==> src/rtl/mmio_uart_pkg.sv <==
// Shared types and constants for the MMIO UART transmit bridge: FSM encoding,
// status register bit positions and the ASCII digit offset helper.
package mmio_uart_pkg;

    typedef enum logic [1:0] {
        IDLE  = 2'd0,
        START = 2'd1,
        BUSY  = 2'd2
    } state_e;

    localparam int ST_EMPTY     = 0;
    localparam int ST_FULL      = 1;
    localparam int ST_BUSY      = 2;
    localparam int ST_COUNT_LSB = 8;

    localparam logic [7:0] ASCII_ZERO = 8'h30;

    // Byte actually queued for a CPU write; the offset turns 0..9 into '0'..'9'.
    function automatic logic [7:0] encode_tx_byte(input logic [7:0] raw, input logic ascii_en);
        return ascii_en ? (raw + ASCII_ZERO) : raw;
    endfunction

endpackage

==> src/rtl/mmio_uart_tx_bridge_if.sv <==
// CPU data-memory bus as seen by the UART transmit bridge; the CPU side is the
// master, the bridge is the slave.
interface mmio_uart_tx_bridge_if #(
    parameter int ADDR_WIDTH = 32
);
    logic [ADDR_WIDTH-1:0] bus_addr;
    logic [31:0]           bus_wdata;
    logic                  bus_memwrite;
    logic                  bus_memread;
    logic [31:0]           bus_rdata;
    logic                  bus_rd_hit;
    logic                  bus_stall;

    modport master (
        output bus_addr, bus_wdata, bus_memwrite, bus_memread,
        input  bus_rdata, bus_rd_hit, bus_stall
    );

    modport slave (
        input  bus_addr, bus_wdata, bus_memwrite, bus_memread,
        output bus_rdata, bus_rd_hit, bus_stall
    );
endinterface

==> src/rtl/sync_fifo.sv <==
// Single-clock FIFO with occupancy count and synchronous flush; DEPTH must be a
// power of two (>= 2) so the pointers wrap for free.
module sync_fifo #(
    parameter int WIDTH = 8,
    parameter int DEPTH = 8
) (
    input  logic                       clk,
    input  logic                       rstn,
    input  logic                       push,
    input  logic                       pop,
    input  logic                       flush,
    input  logic [WIDTH-1:0]           wdata,
    output logic [WIDTH-1:0]           rdata,
    output logic [$clog2(DEPTH):0]     count,
    output logic                       full,
    output logic                       empty
);
    localparam int AW = $clog2(DEPTH);
    localparam int CW = AW + 1;

    logic [WIDTH-1:0] mem [DEPTH];
    logic [AW-1:0]    wr_ptr_q, wr_ptr_d;
    logic [AW-1:0]    rd_ptr_q, rd_ptr_d;
    logic [CW-1:0]    count_q, count_d;
    logic             push_ok;
    logic             pop_ok;

    assign full  = (count_q == CW'(DEPTH));
    assign empty = (count_q == '0);
    assign count = count_q;
    assign rdata = mem[rd_ptr_q];

    // Flush dominates: a coinciding push or pop is dropped.
    assign push_ok = push & ~full & ~flush;
    assign pop_ok  = pop & ~empty & ~flush;

    always_comb begin
        wr_ptr_d = wr_ptr_q;
        rd_ptr_d = rd_ptr_q;
        count_d  = count_q;
        if (flush) begin
            wr_ptr_d = '0;
            rd_ptr_d = '0;
            count_d  = '0;
        end else begin
            if (push_ok) wr_ptr_d = wr_ptr_q + AW'(1);
            if (pop_ok)  rd_ptr_d = rd_ptr_q + AW'(1);
            case ({push_ok, pop_ok})
                2'b10:   count_d = count_q + CW'(1);
                2'b01:   count_d = count_q - CW'(1);
                default: count_d = count_q;
            endcase
        end
    end

    always_ff @(posedge clk or negedge rstn) begin
        if (!rstn) begin
            wr_ptr_q <= '0;
            rd_ptr_q <= '0;
            count_q  <= '0;
        end else begin
            wr_ptr_q <= wr_ptr_d;
            rd_ptr_q <= rd_ptr_d;
            count_q  <= count_d;
        end
    end

    always_ff @(posedge clk) begin
        if (push_ok) mem[wr_ptr_q] <= wdata;
    end

endmodule

==> src/rtl/mmio_uart_tx_bridge.sv <==
// Memory-mapped bridge from the CPU data bus into uart_tx: TX writes are queued,
// drained through the data/start/ready handshake, and stall the CPU when full.
// Build option: define MMIO_UART_ASCII_OFFSET_EN to add ASCII '0' to each byte.
module mmio_uart_tx_bridge
    import mmio_uart_pkg::*;
#(
    parameter int                    ADDR_WIDTH  = 32,
    parameter logic [ADDR_WIDTH-1:0] TX_ADDR     = 32'h0000_2000,
    parameter logic [ADDR_WIDTH-1:0] STATUS_ADDR = 32'h0000_2004,
    parameter int                    FIFO_DEPTH  = 8
) (
    input  logic                      clk,
    input  logic                      rstn,
    mmio_uart_tx_bridge_if.slave      bus,
    output logic [7:0]                tx_data,
    output logic                      tx_start,
    input  logic                      tx_ready
);
    localparam int CNT_W = $clog2(FIFO_DEPTH) + 1;

    logic             tx_hit;
    logic             status_wr_hit;
    logic             flush;
    logic             push;
    logic             pop;
    logic [7:0]       push_byte;
    logic [7:0]       fifo_rdata;
    logic [CNT_W-1:0] fifo_count;
    logic             fifo_full;
    logic             fifo_empty;
    logic [31:0]      status_word;
    logic             unused_wdata;

    state_e     state_q, state_d;
    logic       tx_start_q, tx_start_d;
    logic [7:0] tx_data_q, tx_data_d;

    assign tx_hit        = bus.bus_memwrite && (bus.bus_addr == TX_ADDR);
    assign status_wr_hit = bus.bus_memwrite && (bus.bus_addr == STATUS_ADDR);
    assign flush         = status_wr_hit && bus.bus_wdata[0];
    assign push          = tx_hit && !fifo_full;
    assign bus.bus_stall = tx_hit && fifo_full;
    assign unused_wdata  = &{1'b0, bus.bus_wdata[31:8]};

`ifdef MMIO_UART_ASCII_OFFSET_EN
    assign push_byte = encode_tx_byte(bus.bus_wdata[7:0], 1'b1);
`else
    assign push_byte = encode_tx_byte(bus.bus_wdata[7:0], 1'b0);
`endif

    sync_fifo #(
        .WIDTH (8),
        .DEPTH (FIFO_DEPTH)
    ) u_fifo (
        .clk   (clk),
        .rstn  (rstn),
        .push  (push),
        .pop   (pop),
        .flush (flush),
        .wdata (push_byte),
        .rdata (fifo_rdata),
        .count (fifo_count),
        .full  (fifo_full),
        .empty (fifo_empty)
    );

    // A flush in the same cycle suppresses the pop so no stale byte is launched.
    always_comb begin
        state_d    = state_q;
        tx_start_d = tx_start_q;
        tx_data_d  = tx_data_q;
        pop        = 1'b0;
        case (state_q)
            IDLE: begin
                if (!fifo_empty && tx_ready && !flush) begin
                    pop        = 1'b1;
                    tx_data_d  = fifo_rdata;
                    tx_start_d = 1'b1;
                    state_d    = START;
                end
            end
            START: begin
                if (!tx_ready) begin
                    tx_start_d = 1'b0;
                    state_d    = BUSY;
                end
            end
            BUSY: begin
                if (tx_ready) state_d = IDLE;
            end
            default: begin
                tx_start_d = 1'b0;
                state_d    = IDLE;
            end
        endcase
    end

    always_ff @(posedge clk or negedge rstn) begin
        if (!rstn) begin
            state_q    <= IDLE;
            tx_start_q <= 1'b0;
            tx_data_q  <= 8'h00;
        end else begin
            state_q    <= state_d;
            tx_start_q <= tx_start_d;
            tx_data_q  <= tx_data_d;
        end
    end

    assign tx_start = tx_start_q;
    assign tx_data  = tx_data_q;

    always_comb begin
        status_word                              = '0;
        status_word[ST_EMPTY]                    = fifo_empty;
        status_word[ST_FULL]                     = fifo_full;
        status_word[ST_BUSY]                     = (state_q != IDLE);
        status_word[ST_COUNT_LSB +: CNT_W]       = fifo_count;
    end

    assign bus.bus_rd_hit = bus.bus_memread && (bus.bus_addr == STATUS_ADDR);
    assign bus.bus_rdata  = bus.bus_rd_hit ? status_word : 32'h0;

endmodule

==> src/flat_wrapper.sv <==
// flat-port wrapper written by rule: the top's interface ports become plain ports
module mmio_uart_tx_bridge_flat import mmio_uart_pkg::*;
#(
    parameter int                    ADDR_WIDTH  = 32,
    parameter logic [ADDR_WIDTH-1:0] TX_ADDR     = 32'h0000_2000,
    parameter logic [ADDR_WIDTH-1:0] STATUS_ADDR = 32'h0000_2004,
    parameter int                    FIFO_DEPTH  = 8
)
  (clk, rstn, tx_data, tx_start, tx_ready, bus_bus_addr, bus_bus_wdata, bus_bus_memwrite, bus_bus_memread, bus_bus_rdata, bus_bus_rd_hit, bus_bus_stall);
  mmio_uart_tx_bridge_if #(.ADDR_WIDTH(ADDR_WIDTH)) bus_i ();
  input  logic clk;
  input  logic rstn;
  output logic [7:0] tx_data;
  output logic tx_start;
  input  logic tx_ready;
  input wire logic [$bits(bus_i.bus_addr)-1:0] bus_bus_addr;
  input wire logic [$bits(bus_i.bus_wdata)-1:0] bus_bus_wdata;
  input wire logic [$bits(bus_i.bus_memwrite)-1:0] bus_bus_memwrite;
  input wire logic [$bits(bus_i.bus_memread)-1:0] bus_bus_memread;
  output wire logic [$bits(bus_i.bus_rdata)-1:0] bus_bus_rdata;
  output wire logic [$bits(bus_i.bus_rd_hit)-1:0] bus_bus_rd_hit;
  output wire logic [$bits(bus_i.bus_stall)-1:0] bus_bus_stall;
  assign bus_i.bus_addr = bus_bus_addr;
  assign bus_i.bus_wdata = bus_bus_wdata;
  assign bus_i.bus_memwrite = bus_bus_memwrite;
  assign bus_i.bus_memread = bus_bus_memread;
  assign bus_bus_rdata = bus_i.bus_rdata;
  assign bus_bus_rd_hit = bus_i.bus_rd_hit;
  assign bus_bus_stall = bus_i.bus_stall;
  mmio_uart_tx_bridge #(.ADDR_WIDTH(ADDR_WIDTH), .TX_ADDR(TX_ADDR), .STATUS_ADDR(STATUS_ADDR), .FIFO_DEPTH(FIFO_DEPTH)) u_core (.clk(clk), .rstn(rstn), .bus(bus_i), .tx_data(tx_data), .tx_start(tx_start), .tx_ready(tx_ready));
endmodule
==> config.mk <==
export PLATFORM = sky130hd
export DESIGN_NAME = mmio_uart_tx_bridge_flat
export DESIGN_NICKNAME = d
export VERILOG_FILES = /design/src/rtl/mmio_uart_pkg.sv /design/src/rtl/mmio_uart_tx_bridge_if.sv /design/src/rtl/sync_fifo.sv /design/src/rtl/mmio_uart_tx_bridge.sv /design/src/flat_wrapper.sv
export SDC_FILE = /design/constraint.sdc
export NUM_CORES = 1
export LEC_CHECK = 0
export ABC_AREA = 1
export ABC_CLOCK_PERIOD_IN_PS = 2700
export BUFFER_PORTS_ARGS = -buffer_cell sky130_fd_sc_hd__buf_2
export CORE_ASPECT_RATIO = 0.8
export CORE_UTILIZATION = 48
export CTS_BUF_LIST = sky130_fd_sc_hd__clkbuf_4
export DETAILED_ROUTE_END_ITERATION = 8
export PLACE_DENSITY = 0.72
export SLEW_MARGIN = 20
export SYNTH_ARGS = -nofsm -noshare
export SYNTH_HDL_FRONTEND = slang
export SYNTH_SLANG_ARGS = --single-unit
==> constraint.sdc <==
create_clock -name clk -period 2.7 [get_ports clk]
set_input_delay 0.54 -clock clk [delete_from_list [all_inputs] [get_ports clk]]
set_output_delay 0.54 -clock clk [all_outputs]
set_load 0.01 [all_outputs]
# Word level (Yosys, flattened, before mapping)
# Memory sizes are Yosys's and may differ from the RTL's. A register that Yosys moved wholly into a read port is not among the register bits.
# Cells that the tools add are included.
[op_classes]
add_sub_neg = 4
eq_ne = 10
muxes = 18
n_bitwise = 8
n_reduce_logical = 21
[op_table]
columns = ["op", "count"]
rows = [
  ["$eq A32 B14 Y1 const B", 2],
  ["$mux W12", 1],
  ["$mux W3", 4],
  ["$logic_and A1 B1 Y1", 8],
  ["$pmux W4 S2", 1],
  ["$add A3 B1 Y3 const B", 2],
  ["$mux W1", 6],
  ["$mux W2", 3],
  ["$pmux W2 S3", 1],
  ["$reduce_and A3 Y1", 2],
  ["$reduce_bool A2 Y1", 3],
  ["$add A4 B1 Y4 const B", 1],
  ["$and A1 B1 Y1", 4],
  ["$eq A2 B1 Y1 const B", 2],
  ["$eq A2 B2 Y1 const B", 2],
  ["$eq A4 B4 Y1 const B", 1],
  ["$logic_not A1 Y1", 4],
  ["$logic_not A4 Y1", 1],
  ["$mux W4", 1],
  ["$ne A2 B2 Y1 const B", 2],
  ["$not A1 Y1", 4],
  ["$sub A4 B1 Y4 const B", 1],
  ["$pmux W1 S3", 1],
  ["$reduce_bool A3 Y1", 1],
  ["3 further kinds", 3],
]
[totals]
reg_bits = 13
ramBits = 64
output_inout_bits = 43
mem_count = 1
[memory_table]
columns = ["name", "words", "word_bits", "rd", "rd_clocked_by_memory_dff", "wr", "line_no", "source"]
rows = [
  ["u_core.u_fifo.mem", 8, 8, 1, 1, 1, "sync_fifo.sv:21", "logic [WIDTH-1:0] mem [DEPTH];"],
]

# Logic depth before layout (Yosys ltp)
[logic_depth]
word_depth = 12
depth_mapped = 19
ltp_nobuf = 18

# By module
# Synthesis repeated with hierarchy kept, for this count alone.
[hier_totals]
cells_unflattened = 426
hier_area_um2 = 4185.3
[by_module_without_submodules]
columns = ["mod", "n_inst", "cells_per_inst", "area_per_inst_um2", "seq_area_each_um2"]
rows = [
  ["sync_fifo", 1, 279, 3169.3, 2172.1],
  ["mmio_uart_tx_bridge", 1, 147, 1016.0, 275.3],
]

# Worst setup path after synthesis
# No wires, ideal clock.
[synth_timing]
path_type = "input-to-reg"
from = "input port bus_bus_addr[31]"
to = "register u_core.u_fifo.count_q[2] (netlist: u_core.u_fifo.count[2])"
setup_time_ns = 0.063
arrival_ns = 2.370
t_required_ns = 2.637
path_slack_ns = 0.267
cell_stages = 19
path_buffers = 1
cell_sequence = "nor2_1 > nand2_1 > nor2_2 > nand2_2 > inv_2 > nand3b_4 > nand2_2 > buf_6 > inv_1 > ha_1 > nand2_1 > inv_1 > nor2_1 > ha_1 > a21oi_1 > xor2_1 > o21ai_0 > nand2_1 > inv_1"
[synth_via]
elab_chain_cells = 12
elab_cells_between_ends = 20
[synth_lines]
columns = ["item", "line_no", "source"]
rows = [
  ["start, declared", "flat_wrapper.sv:16", "input wire logic [$bits(bus_i.bus_addr)-1:0] bus_bus_addr;"],
  ["$eq A32 B14 Y1", "mmio_uart_tx_bridge.sv:39", "assign status_wr_hit = bus.bus_memwrite && (bus.bus_addr == STATUS_ADDR);"],
  ["$logic_and A1 B1 Y1", "mmio_uart_tx_bridge.sv:39", ""],
  ["$logic_and A1 B1 Y1", "mmio_uart_tx_bridge.sv:40", "assign flush = status_wr_hit && bus.bus_wdata[0];"],
  ["$logic_not A1 Y1", "mmio_uart_tx_bridge.sv:75", "if (!fifo_empty && tx_ready && !flush) begin"],
  ["$logic_and A1 B1 Y1", "mmio_uart_tx_bridge.sv:75", ""],
  ["$mux W1", "mmio_uart_tx_bridge.sv:75", ""],
  ["$mux W1", "mmio_uart_tx_bridge.sv:73", "case (state_q)"],
  ["$and A1 B1 Y1 (2 in a row)", "sync_fifo.sv:35", "assign pop_ok = pop & ~empty & ~flush;"],
  ["$eq A2 B1 Y1 / $eq A2 B2 Y1 (equally long branches)", "sync_fifo.sv:48", "case ({push_ok, pop_ok})"],
  ["$pmux W4 S2", "sync_fifo.sv:48", ""],
  ["$mux W4", "sync_fifo.sv:41", "if (flush) begin"],
  ["end signal, assigned", "sync_fifo.sv:64", "count_q <= count_d;"],
  ["end, declared", "sync_fifo.sv:24", "logic [CW-1:0] count_q, count_d;"],
]
# Parallel ways exist; a longest one is shown, timed or not.
# A chain may end at the register's enable or synchronous reset.

# Worst setup path in the final report
[layout_timing]
from = "register u_core.u_fifo.count_q[2] (netlist: u_core.u_fifo.count[2])"
to = "register u_core.u_fifo.count_q[2] (netlist: u_core.u_fifo.count[2])"
[layout_via]
elab_chain_cells = 11
elab_cells_between_ends = 22
[layout_lines]
columns = ["item", "line_no", "source"]
rows = [
  ["$logic_not A4 Y1", "sync_fifo.sv:29", "assign empty = (count_q == '0);"],
  ["$logic_not A1 Y1", "mmio_uart_tx_bridge.sv:75", ""],
  ["$logic_and A1 B1 Y1 (2 in a row)", "mmio_uart_tx_bridge.sv:75", ""],
  ["$mux W1", "mmio_uart_tx_bridge.sv:75", ""],
  ["$mux W1", "mmio_uart_tx_bridge.sv:73", ""],
  ["$and A1 B1 Y1 (2 in a row)", "sync_fifo.sv:35", ""],
  ["$eq A2 B1 Y1 / $eq A2 B2 Y1 (equally long branches)", "sync_fifo.sv:48", ""],
  ["$pmux W4 S2", "sync_fifo.sv:48", ""],
  ["$mux W4", "sync_fifo.sv:41", ""],
]
# Parallel ways exist; a longest one is shown, timed or not.

==> impl_metrics.tcl <==
set metrics [dict create \
    grt_pass1_vias 2901 \
    yosys.area_share.simple 0.190 \
    clk_pin_slew_ps 140 \
    preCtsSetupSlack_ps 92.7 \
    start_util 0.495 \
    gp_congestion 0.725 \
    hp-class "in -> async" \
    antenna_found_initial 0 \
    synth_top_family_by_area "simple AND/OR/NAND/NOR gates" \
    synth_area_sq_um 4200 \
    synth_cell_types 30 \
    num_rows 30 \
    drtPass1Iterations 4 \
    htree_levels 3 \
    drc_errors 0 \
    cp-start-kind "flop" \
    post-route-min-period_ps 2390 \
    wl_per_cell_microns 12.2 \
    wl_microns 7670 \
    dr.first_iter.drc_count 95 \
    worst_pin_slew_ps 595 \
    async_flop_share 0.247 \
    diodes 0 \
    setup_tns_ps 0 \
    min_period_over_period 0.887 \
    crit_path_start "u_core.u_fifo.count[2]" \
    post_cts_resize_count 0 \
    synth_top_flop_cell "edfxtp_1" \
    cts_setup_buffers 0 \
    viasPerCell 4.74 \
    crit_type "reg -> reg" \
    muxShareOfSynthArea 0 \
    final_common_cell "nand2_1" \
    clock-sinks 85 \
    r2r-end "u_core.u_fifo.count[2]" \
    setup.worst_path.end "u_core.u_fifo.count[2]" \
    yosys_warnings 0 \
    skew_ps 10.0 \
    final_layout_size_suffix_gt1_frac 0.210 \
    endpoint_kind "flop" \
    dp_hpwl_microns 5370 \
    cts_tree "done" \
    numPortBuffers 62 \
    ios 112 \
    synth_edf_count 64 \
    die-area_sq_um 9120 \
    r2r_start "u_core.u_fifo.count[2]" \
    ant_nets 0 \
    vdd_drop_max_mv 0.342 \
    hold_violations 0 \
    cts_buffer_depth 2 \
    grt_pass1_wl_microns 13100 \
    synth-compound-area-share 0.0820 \
    yosys.area_share.adder 0.0149 \
    max-slew-margin-rel 0.603 \
    p_per_area_nw_per_um2 497 \
    grt_max_degree 67 \
    cp_data_required_time_ps 3040 \
    hold_buffers 0 \
    worst_r2r_path_depth 15 \
    leakagePower_nw 2.24 \
    rsz0062_at_grt "false" \
    ys_seq_elements 85 \
    seq_area_frac_synth 0.583 \
    final_max_slew_viol_count 0 \
    die_x_microns 107 \
    path_max_fanout 5 \
    num-fill-cells 749 \
    fin_ws_ps 305 \
    synthXorXnorAreaFrac 0.0104 \
    final_cell_mix "nand2_1, edfxtp_1, buf_2, inv_1, nor2_1" \
    run_status "finished clean" \
    synth_area_per_cell_sq_um 9.54 \
    vias 2974 \
    setup_viol 0 \
    grt_overflow 0 \
    numCtsBuffers 9 \
    layout.nets 584 \
    syn_inst 440 \
    cts-root-buf "clkbuf_4" \
    cp.arrival_ps 2740 \
    reg2reg_slack_ps 310 \
    total_power_w 0.00233 \
    core_sq_um 8480 \
    insertion_delay_ps 430 \
    die_h_microns 85.6 \
    area_delta_synth_final_pct 11.8 \
    timing.fmax_mhz 418 \
    maxCapViolCount 0 \
    track_usage 0.187 \
]
per-layer routing:
metal,GRT usage,part of all wire,vias up
met5,0,0,-
met4,0.0548,0.010,0
met3,0.0448,0.043,10
met2,0.325,0.49,79
met1,0.234,0.46,1359
li1,-,-,1526
kinds of logic (layout without fill, tap and decap cells):
| kind of cell | after synthesis | after routing |
|---|---|---|
| DFF | 85 | 85 |
| adders and majority gates | 5 | 5 |
| buffers and inverters | 100 | 151 |
| other | 1 | 25 |
| AOI/OAI and AO/OA | 60 | 60 |
| and+or+nand+nor | 184 | 184 |
| xor gates and xnor gates | 5 | 5 |
metrics by stage:
stage               instance area (sq um)  hold WS (ps)  instances   util
finish                               4690          43.5        627  0.553
detailed placement                   4560           455        611  0.538
CTS                                  4690          28.8        627  0.553
global route                         4690          45.4        627  0.553
floorplan                            4290           244        464      -
global placement                     4560           451        611  0.538
cells in the mapped netlist (all sizes together) (5+ instances only):
cell | count | area, sq um
buf | 37 | 263
dfrtp | 21 | 526
nand2 | 112 | 430
a21oi | 22 | 114
nor3 | 5 | 46.3
ha | 5 | 62.6
o21ai | 22 | 110
nand3 | 17 | 85.1
inv | 59 | 221
edfxtp | 64 | 1920
o211ai | 16 | 120
nor2 | 47 | 201
worst max-delay path, stage by stage (launching register included):
cell	delay [ps]
dfrtp_1	480
nor3_4	260
inv_2	80
nor2_4	130
inv_1	90
nand2_2	110
ha_1	250
nand2_1	80
inv_1	80
nor2_1	60
ha_1	190
a21oi_1	150
xor2_1	170
o21ai_0	90
nand2_1	60
inv_1	30
report_power, final:
group	total [W]	internal (W)	switching, W
sequential	0.00148	0.00146	0.0000254
combinational	0.000198	0.0000810	0.000117
clock	0.000656	0.000203	0.000453
total	0.00233	0.00174	0.000595
registers in the layout, summed over array words and instances, names as in the netlist:
register and count:
u_core.state_q 2, u_core.tx_data 8, u_core.tx_start 1, u_core.u_fifo.count 4, u_core.u_fifo.mem 64, u_core.u_fifo.rd_ptr_q 3
u_core.u_fifo.wr_ptr_q 3
final cells by class:
type,instances,area (sq um),area share
sequential,85,2450,0.521
multi-input combinational,279,1350,0.287
timing repair buffer,75,408,0.0869
inverter,60,225,0.0480
tap,112,140,0.0299
clock buffer,9,67.6,0.0144
clock inverter,7,58.8,0.0125
worst min-delay path by stage:
stage                                  from                     end  slack (ps)  cells after the start
after global routing                   rstn  u_core.u_fifo.count[3]          50                      1
after detailed placement  u_core.tx_data[1]       u_core.tx_data[1]         460                      2
after floorplan                        rstn       u_core.state_q[0]         240                      0
final                                  rstn       u_core.tx_data[6]          40                      1
after global placement    u_core.tx_data[4]       u_core.tx_data[4]         450                      2
after CTS                              rstn  u_core.u_fifo.count[3]          30                      1
(Power assumes the default switching activity.)
